File: src/rtl/pc_unit.sv
// Fetch program counter: advances by 4 on fetch acceptance, redirects on taken
// jumps/branches, and forces the trap address on faults or misaligned targets.
module pc_unit #(
    parameter logic [31:0] RESET_ADDR = 32'h0000_0000,
    parameter logic [31:0] TRAP_ADDR  = 32'h0000_0000
) (
    input  logic        clk,
    input  logic        rst_n,
    input  logic        fetch_unit_valid,
    input  logic        valid,
    input  logic [1:0]  jmp_op,
    input  logic        cmp,
    input  logic [31:0] next_addr,
    input  logic        fault,
    output logic [31:0] addr
);

    localparam logic [1:0] OP_JUMP   = 2'd1;
    localparam logic [1:0] OP_BRANCH = 2'd2;

    logic        redirect_taken;
    logic        branch_not_taken;
    logic        target_misaligned;
    logic [31:0] addr_next;

    always_comb begin
        redirect_taken    = valid && ((jmp_op == OP_JUMP) || ((jmp_op == OP_BRANCH) && cmp));
        branch_not_taken  = valid && (jmp_op == OP_BRANCH) && !cmp;
        target_misaligned = (next_addr[1:0] != 2'b00);

        // Priority order: fault, taken redirect, not-taken branch hold, increment, stall.
        addr_next = addr;
        if (fault) begin
            addr_next = TRAP_ADDR;
        end else if (redirect_taken) begin
            addr_next = target_misaligned ? TRAP_ADDR : next_addr;
        end else if (branch_not_taken) begin
            // Fall-through fetch is already in flight, so the PC must not advance.
            addr_next = addr;
        end else if (fetch_unit_valid) begin
            addr_next = addr + 32'd4;
        end
    end

    always_ff @(posedge clk or negedge rst_n) begin
        if (!rst_n) begin
            addr <= RESET_ADDR;
        end else begin
            addr <= addr_next;
        end
    end

endmodule

File: config.mk
export PLATFORM = sky130hd
export DESIGN_NAME = pc_unit
export DESIGN_NICKNAME = d
export VERILOG_FILES = /design/src/rtl/pc_unit.sv
export SDC_FILE = /design/constraint.sdc
export NUM_CORES = 1
export LEC_CHECK = 0
export CAP_MARGIN = 40
export CORE_MARGIN = 1
export CORE_UTILIZATION = 49
export DETAILED_ROUTE_END_ITERATION = 10
export GPL_ROUTABILITY_DRIVEN = 0
export GPL_TIMING_DRIVEN = 0
export PLACE_DENSITY = 0.95
export SETUP_SLACK_MARGIN = 0.4
export SLEW_MARGIN = 30
export SYNTH_ARGS = -nofsm -noshare
export SYNTH_HDL_FRONTEND = slang
export SYNTH_SLANG_ARGS = --single-unit
File: constraint.sdc
create_clock -name clk -period 3.7 [get_ports clk]
set_input_delay 0.37 -clock clk [delete_from_list [all_inputs] [get_ports clk]]
set_output_delay 0.37 -clock clk [all_outputs]
set_load 0.005 [all_outputs]
==> flow_summary.toml <==
[layout]
layout-drive-gt1-share = 0.0727
post-route-util = 0.729
antennaDiodeCount = 0
largest-register = "addr"
fin_nets = 371
top_regs = "addr: 32 flops"
multi_input_area_um2 = 1240
fillCellCount = 323
stdcell_count = 380
fin_area_um2 = 2980
largest_reg_flops = 32
area_growth_pct = 40.8
regArea_um2 = 801

[yosys]
synth_cell_types = 46
ys_warn_count = 0
yosysSeqAreaShare = 0.378
synthArstFlopShare = 1.00
synth.net_count = 293
synth_most_common_cell = "dfrtp_1"
postSynthCellCount = 252
synth_top_flop_cell = "dfrtp_1"
ys_seq_elements = 32
synth_top_area_frac = 0.378
syn_area_um2 = 2120
avgSynthCellArea_um2 = 8.40
synth_edf_count = 0
synthTopCellsByCount = "dfrtp_1 (32), nand2_1 (27), o21ai_0 (26)"
synth_top_cell_by_area = "dfrtp_1"
synthTopCellsByArea = "dfrtp_1 (38%), o21ai_0 (6.2%), nand2_1 (4.8%)"

[power]
p_clk_frac = 0.324
p_switching_mw = 0.236
vdd_drop_max_mv = 0.231
p_leak_nw = 1.16
combinationalPowerShare = 0.210
seqPwrFrac = 0.466
power.share.switching = 0.290
p_int_mw = 0.576
pwr_density_cell_nw_per_um2 = 272

[drt]
dr.pass1.iters = 5
finalWirelength_um = 7000
wl_per_cell_um = 18.4
ant_nets = 0
vias = 2557
drc = 0
viasPerCell = 6.73
drt_first_iter_violations = 307

[timing]
rsz0062_at_grt = "no"
tns_ns = 0
maxSlewHeadroom = 0.550
finClkSkew_ns = 0.00580
worst_slew_pin_slew_ns = 0.670
drv_slew = 0
post-route-period-util = 0.642
fmax_ghz = 0.421
hold-worst-slack_ns = -0.00241
fin_crit_ns = 2.37
finalSetupViolCount = 0
hold_viol_final = 12

[die]
dieHeight_um = 67.7
die-area_um2 = 4580
rows = 23
chipWidth_um = 67.7
initial_core_util = 0.518
num_io_pins = 72
core_region_area_um2 = 4090

[critical_path]
reg2reg_slack_ns = 1.48
arrival_ns = 2.55
worstSetupPathType = "input port to flip-flop"
worst_setup_path_end_kind = "flip-flop"
cp.required_ns = 3.88
cp-start-kind = "input port"
crit_fanout = 10

[clocking]
cts_setup_buffers = 0
clock_latency_ns = 0.30
cts_tree = "done"
cts_resized = 0
cts_made_buffers = 5
clockBufferDepth = 2
clock_sink_count = 32
clockRootBuffer = "clkbuf_8"
cts.clk_slew.worst_paths_ns = 0.07
cts_hold_buf = 0
h-tree-depth = 2

[hold_path]
hold_path_class = "input port to async pin"

[grt]
grt_start_max_net_pins = 19
antenna_found_initial = 0
grt_pass1_wl_um = 10600
track_usage = 0.321
grt_pass1_vias = 2323
overflow = 0

[placement]
dp.cells = 373
place_area_um2 = 2900
hpwl_um = 5020
portBuffers = 70

[run_status]
failed_checks = "hold timing"
outcome = "finished, violations left"

[flow_run]
cap_viol_max_count = 0
==> cell usage in the layout, fill, tap and decap left out, types with 2 or more instances in the layout <==
cell type,n
a211oi_1,3
a21o_1,4
a21oi_1,14
a22o_1,4
a22oi_1,10
a311oi_1,2
a31o_2,3
a31oi_1,4
a32o_1,2
and3_1,4
buf_2,7
clkbuf_1,7
clkbuf_8,5
clkdlybuf4s50_1,69
dfrtp_1,32
inv_1,5
nand2_1,27
nand3_1,16
nand3b_1,3
nand4_1,6
nor2_1,21
nor3_1,7
nor3_2,2
nor3b_1,2
nor4_1,5
nor4b_1,3
o211ai_1,2
o21ai_0,26
o22ai_1,3
o311ai_0,2
o31a_1,2
o31ai_1,2
or2_2,2
or3_1,3
xor2_1,6
==> per-stage QoR <==
stage               setup WS, ns  power, mW
floorplan                   1.91      0.448
global placement            1.23      0.541
detailed placement          1.12      0.549
CTS                         1.42      0.802
global route                1.24      0.833
finish                      1.33      0.811
==> cells by family after synthesis <==
logic type,synth area share
AOI/OAI and AO/OA,0.277
adders and majority gates,0.00591
DFF,0.378
xor gates and xnor gates,0.0290
and+or+nand+nor,0.276
buffers and inverters,0.0337
==> per-layer routing <==
| layer | vias up | wire length (µm) | global-route usage |
|---|---|---|---|
| li1 | 1122 | - | - |
| met1 | 1207 | 2640 | 0.394 |
| met2 | 201 | 3350 | 0.520 |
| met3 | 27 | 843 | 0.103 |
| met4 | 0 | 159 | 0.117 |
| met5 | - | 0 | 0 |
==> layout make-up <==
cell class              count  share of cell area
repair buffers             71               0.243
multi-input cells         203               0.417
clock inverters             1             0.00168
clock buffers               6              0.0244
well taps                  50              0.0210
flip-flops and latches     32               0.269
inverters                   5             0.00630
plain buffers              12              0.0176
==> critical path, cell delays in order <==
cell and delay, ns:
clkdlybuf4s50_1 0.57, or2_2 0.16, a21oi_1 0.16, nor3_1 0.40
clkbuf_1 0.43, nor2_1 0.11, a311oi_1 0.33
==> worst paths after layout <==
kind                                start        to  depth (start not counted)
worst max-delay path            jmp_op[0]   addr[4]                          7
worst min-delay path                rst_n  addr[31]                          1
worst max register to register    addr[4]  addr[27]                          5
worst min register to register    addr[1]   addr[1]                          1
max in group asynchronous           rst_n  addr[12]                          2
min in group clk                  addr[1]   addr[1]                          1
==> power groups by stage <==
stage	clock network [mW]	registers [mW]	logic, mW
2_1_floorplan	0	0.381	0.0671
3_3_place_gp	0	0.383	0.158
3_5_place_dp	0	0.383	0.166
4_1_cts	0.258	0.377	0.168
5_1_grt	0.272	0.379	0.181
6_report	0.263	0.378	0.171
Power figures use the tool's default switching activity.
